--- config.mk ---
export PLATFORM = sky130hd
export DESIGN_NAME = pwm_duty_capture
export DESIGN_NICKNAME = d
export VERILOG_FILES = /design/src/rtl/fan_pkg.sv /design/src/rtl/pwm_sync_edge.sv /design/src/rtl/pwm_duty_capture.sv
export SDC_FILE = /design/constraint.sdc
export NUM_CORES = 1
export LEC_CHECK = 0
export ABC_AREA = 1
export BUFFER_PORTS_ARGS = -buffer_cell sky130_fd_sc_hd__buf_2
export CORE_MARGIN = 2
export CORE_UTILIZATION = 57
export CTS_CLUSTER_DIAMETER = 50
export DETAILED_ROUTE_END_ITERATION = 10
export HOLD_SLACK_MARGIN = 0.03
export PLACE_DENSITY = 0.8
export SYNTH_ARGS = -nofsm -noshare
export SYNTH_HDL_FRONTEND = slang
export SYNTH_SLANG_ARGS = --single-unit
--- constraint.sdc ---
create_clock -name clk -period 3.2 [get_ports clk]
set_input_delay 0.16 -clock clk [delete_from_list [all_inputs] [get_ports clk]]
set_output_delay 0.16 -clock clk [all_outputs]
set_load 0.01 [all_outputs]
--- src/rtl/fan_pkg.sv ---
// Types and helpers shared by the fan PWM transmit and capture blocks.
// Both ends derive their step size from step_clks() so the step grid matches.
package fan_pkg;

  localparam int DUTY_W = 8;

  typedef enum logic [1:0] {
    IDLE = 2'd0,
    HIGH = 2'd1,
    LOW  = 2'd2
  } state_t;

  function automatic int step_clks(input int clk_hz, input int pwm_hz, input int res);
    return clk_hz / (pwm_hz * res);
  endfunction

endpackage

--- src/rtl/pwm_sync_edge.sv ---
// Two-flop synchronizer with single-cycle rise/fall pulses for an asynchronous input.
// Edges are held off until the history flop carries a real sample, so reset never fakes an edge.
module pwm_sync_edge (
  input  logic clk,
  input  logic reset_p,
  input  logic din,
  output logic level,
  output logic rise,
  output logic fall
);

  logic       sync1;
  logic       sync2;
  logic       prev;
  logic [1:0] fill;
  logic       primed;

  always_ff @(posedge clk) begin
    if (reset_p) begin
      sync1 <= 1'b0;
      sync2 <= 1'b0;
      prev  <= 1'b0;
      fill  <= 2'd0;
    end else begin
      sync1 <= din;
      sync2 <= sync1;
      prev  <= sync2;
      if (fill != 2'd3) fill <= fill + 2'd1;
    end
  end

  assign primed = (fill == 2'd3);
  assign level  = sync2;
  assign rise   = primed &  sync2 & ~prev;
  assign fall   = primed & ~sync2 &  prev;

endmodule

--- src/rtl/pwm_duty_capture.sv ---
// Recovers the 8-bit duty of a looped-back fan PWM waveform, one strobe per period,
// with stuck-line and period-range flags.
//   state | meaning
//   IDLE  | waiting for a rise to start a full period
//   HIGH  | measuring the high phase
//   LOW   | measuring the low phase; next rise publishes
module pwm_duty_capture
  import fan_pkg::*;
#(
  parameter int CLK_HZ        = 100_000_000,
  parameter int PWM_HZ        = 100,
  parameter int RES           = 256,
  parameter int TOL           = 8,
  parameter int TIMEOUT_STEPS = 512
) (
  input  logic              clk,
  input  logic              reset_p,
  input  logic              enable,
  input  logic              pwm_in,
  output logic [DUTY_W-1:0] duty,
  output logic              duty_valid,
  output logic              stuck,
  output logic              period_err
);

  localparam int STEP  = step_clks(CLK_HZ, PWM_HZ, RES);
  localparam int SUB_W = $clog2(STEP);
  localparam int CNT_W = 10;

  localparam logic [SUB_W-1:0] SUB_LAST = SUB_W'(STEP - 1);
  // The edge cycle opening a phase is not counted by sub, hence the -1.
  localparam logic [SUB_W-1:0] SUB_HALF = SUB_W'(STEP / 2 - 1);
  localparam logic [CNT_W-1:0] CNT_TO   = CNT_W'(TIMEOUT_STEPS);
  localparam logic [CNT_W-1:0] DUTY_MAX = CNT_W'((1 << DUTY_W) - 1);
  localparam logic [CNT_W:0]   PER_LO   = (CNT_W + 1)'(RES - TOL);
  localparam logic [CNT_W:0]   PER_HI   = (CNT_W + 1)'(RES + TOL);

  state_t             state;
  state_t             state_next;
  logic               line;
  logic               rise;
  logic               fall;
  logic [SUB_W-1:0]   sub;
  logic [CNT_W-1:0]   phase_cnt;
  logic [CNT_W-1:0]   phase_rnd;
  logic [CNT_W-1:0]   high_steps;
  logic [CNT_W:0]     period;
  logic               do_start;
  logic               do_fall;
  logic               do_pub;
  logic               do_to;

  pwm_sync_edge u_sync (
    .clk     (clk),
    .reset_p (reset_p),
    .din     (pwm_in),
    .level   (line),
    .rise    (rise),
    .fall    (fall)
  );

  always_ff @(posedge clk) begin
    if (reset_p) state <= IDLE;
    else         state <= state_next;
  end

  always_comb begin
    state_next = state;
    do_start   = 1'b0;
    do_fall    = 1'b0;
    do_pub     = 1'b0;
    do_to      = 1'b0;
    if (!enable) begin
      state_next = IDLE;
    end else begin
      case (state)
        IDLE: begin
          if (rise) begin
            state_next = HIGH;
            do_start   = 1'b1;
          end
        end
        HIGH: begin
          if (fall) begin
            state_next = LOW;
            do_fall    = 1'b1;
          end else if (phase_cnt == CNT_TO) begin
            state_next = IDLE;
            do_to      = 1'b1;
          end
        end
        LOW: begin
          if (rise) begin
            state_next = HIGH;
            do_pub     = 1'b1;
          end else if (phase_cnt == CNT_TO) begin
            state_next = IDLE;
            do_to      = 1'b1;
          end
        end
        default: state_next = IDLE;
      endcase
    end
  end

  always_comb begin
    phase_rnd = phase_cnt;
    if (sub >= SUB_HALF && phase_cnt < CNT_TO) phase_rnd = phase_cnt + CNT_W'(1);
  end

  assign period = {1'b0, high_steps} + {1'b0, phase_rnd};

  always_ff @(posedge clk) begin
    if (reset_p) begin
      sub        <= '0;
      phase_cnt  <= '0;
      high_steps <= '0;
      duty       <= '0;
      duty_valid <= 1'b0;
      stuck      <= 1'b0;
      period_err <= 1'b0;
    end else begin
      duty_valid <= 1'b0;
      if (!enable) stuck <= 1'b0;

      if (do_pub) begin
        duty       <= (high_steps > DUTY_MAX) ? '1 : high_steps[DUTY_W-1:0];
        period_err <= (period < PER_LO) || (period > PER_HI);
        stuck      <= 1'b0;
        duty_valid <= 1'b1;
      end

      if (do_to) begin
        duty       <= line ? '1 : '0;
        stuck      <= 1'b1;
        duty_valid <= 1'b1;
      end

      if (do_fall)               high_steps <= phase_rnd;
      else if (do_start || do_pub) high_steps <= '0;

      if (do_start || do_fall || do_pub || state_next == IDLE) begin
        sub       <= '0;
        phase_cnt <= '0;
      end else if (sub == SUB_LAST) begin
        sub <= '0;
        if (phase_cnt < CNT_TO) phase_cnt <= phase_cnt + CNT_W'(1);
      end else begin
        sub <= sub + SUB_W'(1);
      end
    end
  end

endmodule
==> reports/results.md, run 1 <==
Die
• 15 — I/O pin count
• 6080 sq um — full die area
• 0.600 — effective utilization at floorplan
• 78.0 um — die height
• 26 — placement row count
• 78.0 um — Die Width
• 5200 sq um — placeable core region

STA
• 0 ns — final setup TNS
• no — RSZ-0062 raised after global routing
• 0.0513 ns — Hold Worst Slack
• 0 — total count of max-transition violations in the final report
• 2.86 ns — time the worst path needs with I/O delays and setup
• 0 — number of setup violations in the final report
• 0.350 GHz — timing-limited maximum frequency
• 0.0100 ns — worst clock skew on the final layout
• 0.488 ns — actual slew at the worst max-slew pin
• 0.674 — worst-case headroom to the max-slew limit
• 0 — number of hold-slack violations in the final timing report
• 0.894 — share of the clock period used by the worst path after layout

Routing
• 185 — drt first-iter violations
• 0 — antenna-violating nets left
• 12.2 um — mean routed wirelength per cell
• 0 — post-detailed-route DRC marker count
• 3130 um — Met1 Routed Length
• 3190 um — wire length on met2
• 292 um — total met3 wirelength after detailed routing
• met4 — top routing layer in use
• 6690 um — wire length after detailed routing
• 5.39 — routed vias/inst
• 2962 — overall via count from detail_route
• 5 — iteration count of the initial detailed-routing pass

Critical path
• register — crit start category
• 3.06 ns — arrival time of data at the critical path endpoint
• nand2_1, inv_1, nand2_1, nor2_1, a21o_1, nand2_1, xor2_1, ha_1, fa_1, nand2_1, nand3_1, nand2_1, nand2_1, nand2_1, nand2_1, nor2_1, nand2_1, nand3_1, a21oi_1 — cells along the critical path
• sky130_fd_sc_hd__nand2_1 — most used cell along the critical path
• register to register — start-to-end type of the worst setup path
• 3.40 ns — required time reported for the critical path endpoint
• register — kind of end point of the critical path
• 1 — number of buffer and inverter instances along the worst setup path
• 4 — largest fanout on the critical path
• sky130_fd_sc_hd__fa_1 — highest-delay cell along the critical path
• 0.44 ns — delay of the slowest cell on the worst path
• simple AND/OR/NAND/NOR gates — critical path's top delay family

Synth
• sky130_fd_sc_hd__dfxtp_1, sky130_fd_sc_hd__nand2_1, sky130_fd_sc_hd__ha_1, sky130_fd_sc_hd__inv_1, sky130_fd_sc_hd__nor2_1 — biggest area contributors in the synthesized netlist
• 491 — synthesized netlist net count
• sky130_fd_sc_hd__dfxtp_1 — prevailing post-synth register cell
• 3120 sq um — Post-Syn Area
• 465 — cell count after synthesis
• sky130_fd_sc_hd__nand2_1, sky130_fd_sc_hd__inv_1, sky130_fd_sc_hd__dfxtp_1, sky130_fd_sc_hd__nor2_1 — ranking of synthesized cells by instance count
• 0 — warnings from Yosys
• 0.321 — Yosys top cell area share
• 50 — Yosys reg bits
• 32 — number of different library cells in the post-synthesis netlist
• 0 — EDFF count, synth
• sky130_fd_sc_hd__nand2_1 — count leader, synth
• 6.71 sq um — average cell area after synthesis
• 0 — async set-or-reset flop fraction in the synthesized netlist
• 0.321 — sequential area share after synthesis
• sky130_fd_sc_hd__dfxtp_1 — cell type contributing the most total cell area after synthesis

Final layout
• 550 — Post-Layout Cell Count
• 7.30% — area added between synthesis and finish
• 0.0958 — share of final-layout standard cells stronger than drive strength 1
• 1000 sq um — area occupied by registers
• 505 — Post-layout nets
• 1820 sq um — combined area of the multi-input logic cells
• 485 — FILL cells
• 0 — count of antenna diodes in the layout

Outcome
• finished, final reports clean — result of the run

Clock tree
• 0 — setup repair bufs after CTS
• 0.31 ns — clock latency on the worst-skew pair
• 5 — number of buffers added by the clock tree synthesis step
• 2 — CTS H-Tree Depth
• yes — TritonCTS clock tree
• sky130_fd_sc_hd__clkbuf_8 — clock tree root buffer cell
• 50 — Clock Sink Count
• 0.10 ns — CTS clk-pin slew, worst paths
• 2 — Longest Clk Path Bufs

Global route
• 17 — pin count of the biggest net entering global routing
• 0 — Overflow after GRT
• 11700 um — global-route wire length before repair
• 0.235 — Total GRT Usage
• 0 — initial antenna violation count
• 2682 — vias in the first global route

Job
• 0 — max-capacitance violation count

Placed design
• 5100 um — post-detail-place hpwl
• 542 — Placed Instances
• 0.850 — RD Place Congestion
• 14 — # port buffers

Power and ir drop
• 1.46 nW — static power due to leakage
• 311 nW/um^2 — areal power density over the cells
• 0.240 mV — Worst IR Drop VDD

Hold path
• input pin to register — worst hold path type

tightest hold or removal path: cells and delay by family:
family	cells	cell delay [ns]
buffers and inverters	2	0.13
AND/OR/NAND/NOR	1	0.03
where the power goes:
group	total, mW	leakage (nW)	switching [mW]	internal, mW
combinational	0.0280	1.02	0.0198	0.00819
sequential	0.632	0.404	0.00358	0.628
clock	0.381	0.0458	0.222	0.159
total	1.04	1.46	0.245	0.795
logic make-up (layout without fill, tap and decap cells):
group	Yosys count	count (layout)	share of synthesized area
simple gates	229	229	0.324
buf+inv	81	96	0.103
compound gates	69	69	0.122
fa+ha+maj	22	22	0.0906
flops	50	50	0.321
xor+xnor	14	14	0.0393
area by class of cell:
type,instances,share of cell area
repair buffers,15,0.0232
well taps,70,0.0262
inverters,73,0.0818
clock inverters,2,0.00523
multi-input cells,334,0.543
flip-flops and latches,50,0.299
clock buffers,6,0.0217
per-stage QoR:
| step | setup WS [ns] | util | cell area [sq um] | power (mW) |
|---|---|---|---|---|
| 6_report | 0.340 | 0.643 | 3350 | 1.04 |
| 5_1_grt | 0.0122 | 0.643 | 3350 | 1.08 |
| 4_1_cts | 0.308 | 0.639 | 3330 | 1.05 |
| 3_5_place_dp | 0.329 | 0.622 | 3240 | 0.675 |
| 3_3_place_gp | 0.453 | 0.622 | 3240 | 0.672 |
| 2_1_floorplan | 0.752 | - | 3120 | 0.666 |
registers in the layout, indices dropped and copies added, names as in the netlist:
register,count
u_sync.fill,2
phase_cnt,10
high_steps,10
duty_valid,1
period_err,1
u_sync.level,1
sub,12
stuck,1
u_sync.sync1,1
u_sync.prev,1
state,2
duty,8
what timing repair did:
item | 4_1_cts | 5_1_grt
hold buffers | 0 | 0
setup endpoints to repair | 0 | 1
resized for setup | 0 | 6
hold endpoints to repair | 0 | 0
per-layer routing:
| metal | up-vias | track usage |
|---|---|---|
| met5 | - | 0 |
| met4 | 0 | 0.0614 |
| met3 | 12 | 0.0419 |
| met2 | 79 | 0.415 |
| met1 | 1359 | 0.295 |
| li1 | 1512 | - |
cell usage in the layout, fill, tap and decap left out, drive strengths merged, types with 2 or more instances in the layout:
master and instances:
dfxtp 50, o22ai 2, o21a 2, inv 74, nor3 9, o21ai 25, buf 15, a21o 2
nand2 122, a21oi 33, clkbuf 6, ha 21, nand4 9, nand3 34, nor2 53, o31ai 5
xor2 13
worst paths after layout:
check | from | to | slack (ns) | cells after the start
max reg2reg | sub[8] | period_err | 0.34 | 19
min | pwm_in | u_sync.sync1 | 0.05 | 3
min reg2reg | u_sync.sync1 | u_sync.level | 0.41 | 2
max | sub[8] | period_err | 0.34 | 19
No activity file was read; power rests on OpenSTA's default activity.
==> run 2: changes to the inputs <==
Settings changed: CORE_MARGIN 2 to 1.
==> run 2 against run 1 <==
Effect of this change: combinational power down 3%; clock power up 20%; sequential power about the same; clock skew down 0.0016 ns; critical endpoint unchanged.
==> reports/results.md, run 2 (synthesis results as in run 1) <==
Outcome
• finished, final reports clean — result of the run

Critical path
• register — kind of end point of the critical path
• register — crit start category
• phase_cnt[1] — Crit Reg-Reg Startpoint
• 3.03 ns — arrival time of data at the critical path endpoint, -0.03 ns
• 3.39 ns — required time reported for the critical path endpoint, about the same
• register to register — start-to-end type of the worst setup path
• phase_cnt[1] — origin of the worst setup path
• 5 — largest fanout on the critical path, +1

Clock tree
• 2 — Longest Clk Path Bufs, unchanged
• 0.30 ns — clock latency on the worst-skew pair, about the same
• 5 — number of buffers added by the clock tree synthesis step, unchanged
• 0.09 ns — CTS clk-pin slew, worst paths, about the same
• 0 — hold buffer count at cts, unchanged
• sky130_fd_sc_hd__clkbuf_8 — clock tree root buffer cell
• 2 — CTS H-Tree Depth, unchanged
• yes — TritonCTS clock tree
• 50 — Clock Sink Count, unchanged

Final layout
• 0.100 — share of final-layout standard cells stronger than drive strength 1, +0.00438
• sub x12, high_steps x10, phase_cnt x10 — largest registers in the final layout
• sub — largest register by flop count
• sky130_fd_sc_hd__nand2_1 — leading cell type in the layout, fill and taps excluded
• 7.94% — area added between synthesis and finish
• sky130_fd_sc_hd__nand2_1, sky130_fd_sc_hd__inv_1, sky130_fd_sc_hd__nor2_1, sky130_fd_sc_hd__dfxtp_1, sky130_fd_sc_hd__nand3_1 — most used cells in the layout excluding fill and tap cells
• 12 — number of flip-flops under the largest register name, unchanged
• 505 — Post-layout nets, unchanged
• 549 — Post-Layout Cell Count, -0.18%
• 0 — count of antenna diodes in the layout, unchanged

STA
• 2.83 ns — time the worst path needs with I/O delays and setup, -0.0261 ns
• no — RSZ-0062 raised after global routing
• 0.353 GHz — timing-limited maximum frequency, +0.92%
• 0.494 ns — actual slew at the worst max-slew pin, +0.00661 ns
• 0.00847 ns — worst clock skew on the final layout, -0.00155 ns
• 0 — total count of max-transition violations in the final report, unchanged
• 0 — number of setup violations in the final report, unchanged
• 0 ns — final setup TNS, unchanged
• 0.886 — share of the clock period used by the worst path after layout, -0.00816
• 0 — number of hold-slack violations in the final timing report, unchanged
• 0.670 — worst-case headroom to the max-slew limit, -0.00441

Power and ir drop
• 332 nW/um^2 — areal power density over the cells, +6.7%
• 0.294 mV — Worst IR Drop VDD, +23%
• 1.48 nW — static power due to leakage, +1.0%
• 1.12 mW — Pwr Total, +7.3%

Job
• 0 — max-capacitance violation count, unchanged

Placed design
• 5030 um — post-detail-place hpwl, -1.4%
• 0.855 — RD Place Congestion, +0.64%
• 14 — # port buffers, unchanged
• 542 — Placed Instances, unchanged

Routing
• 5.30 — routed vias/inst, -1.5%
• 2912 — overall via count from detail_route, -1.7%
• 0 — antenna-violating nets left, unchanged
• 6580 um — wire length after detailed routing, -1.7%
• 12.0 um — mean routed wirelength per cell, -1.5%
• 5 — iteration count of the initial detailed-routing pass, unchanged
• 204 — drt first-iter violations, +10%
• 0 — post-detailed-route DRC marker count, unchanged

Global route
• 2695 — vias in the first global route, +0.48%
• 16 — pin count of the biggest net entering global routing, -1
• 0 — Overflow after GRT, unchanged
• 11400 um — global-route wire length before repair, -3.2%
• 0 — initial antenna violation count, unchanged
• 0.237 — Total GRT Usage, +0.00175

Hold path
• input pin to register — worst hold path type
• pwm_in — source of the worst hold timing path

Die
• 76.0 um — Die Width, -2.6%
• 5770 sq um — full die area, -5.1%
• 5200 sq um — placeable core region, unchanged
• 0.600 — effective utilization at floorplan, unchanged
• 76.0 um — die height, -2.6%
• 26 — placement row count, unchanged
• 15 — I/O pin count, unchanged

[run 2: through the flow]
step | hold slack (ns) | instance area [sq um] | util | worst slack [ns]
final | 0.0630 | 3370 | 0.647 | 0.366
after global routing | 0.0494 | 3370 | 0.647 | 0.0214
after CTS | 0.0518 | 3350 | 0.644 | 0.339
after detailed placement | 0.371 | 3240 | 0.622 | 0.374
after global placement | 0.370 | 3240 | 0.622 | 0.425
after floorplan | 0.229 | 3120 | - | 0.752
[run 2: what timing repair did]
action / CTS / global route
setup buffers: 0 / 0
gates resized for setup: 0 / 8
endpoints found under the setup margin: 0 / 1
[run 2: metal layers]
layer,vias up,GRT usage,share of wire
li1,1502,-,-
met1,1294,0.289,0.45
met2,90,0.400,0.46
met3,26,0.0515,0.053
met4,0,0.106,0.036
met5,-,0,0
[run 2: path summary, 6_finish.rpt]
path / end / slack [ns] / depth (start not counted)
worst min-delay path: u_sync.sync1 / 0.06 / 3
worst min register to register: u_sync.level / 0.41 / 2
worst max register to register: period_err / 0.37 / 17
worst max-delay path: period_err / 0.37 / 17
[run 2: cell type report]
type                            count  area (sq um)
Multi-Input combinational cell    334          1820
Inverter                           73           274
Sequential cell                    50          1000
Timing Repair Buffer               15          77.6
Clock inverter                      1          30.0
Fill cell                         475          1840
Clock buffer                        6          82.6
Tap cell                           70          87.6
[run 2: critical path: stages (launching register included)]
cell	delay, ns
sky130_fd_sc_hd__dfxtp_1	0.40
sky130_fd_sc_hd__ha_1	0.21
sky130_fd_sc_hd__nand3_1	0.12
sky130_fd_sc_hd__inv_1	0.10
sky130_fd_sc_hd__nand4_1	0.10
sky130_fd_sc_hd__nor2_1	0.14
sky130_fd_sc_hd__xor2_1	0.25
sky130_fd_sc_hd__o21ai_1	0.13
sky130_fd_sc_hd__ha_1	0.37
sky130_fd_sc_hd__nand2_1	0.10
sky130_fd_sc_hd__nor2_1	0.17
sky130_fd_sc_hd__nand3_1	0.13
sky130_fd_sc_hd__nand4_1	0.13
sky130_fd_sc_hd__nand3_1	0.11
sky130_fd_sc_hd__nor2_1	0.10
sky130_fd_sc_hd__nand2_1	0.06
sky130_fd_sc_hd__nand3_1	0.07
sky130_fd_sc_hd__a21oi_1	0.06
[run 2: report_power, final]
| part | switching (mW) | leakage (nW) | internal (mW) | total, mW |
|---|---|---|---|---|
| clock | 0.208 | 0.0573 | 0.250 | 0.458 |
| sequential | 0.00351 | 0.404 | 0.628 | 0.632 |
| combinational | 0.0187 | 1.02 | 0.00837 | 0.0271 |
| total | 0.230 | 1.48 | 0.887 | 1.12 |
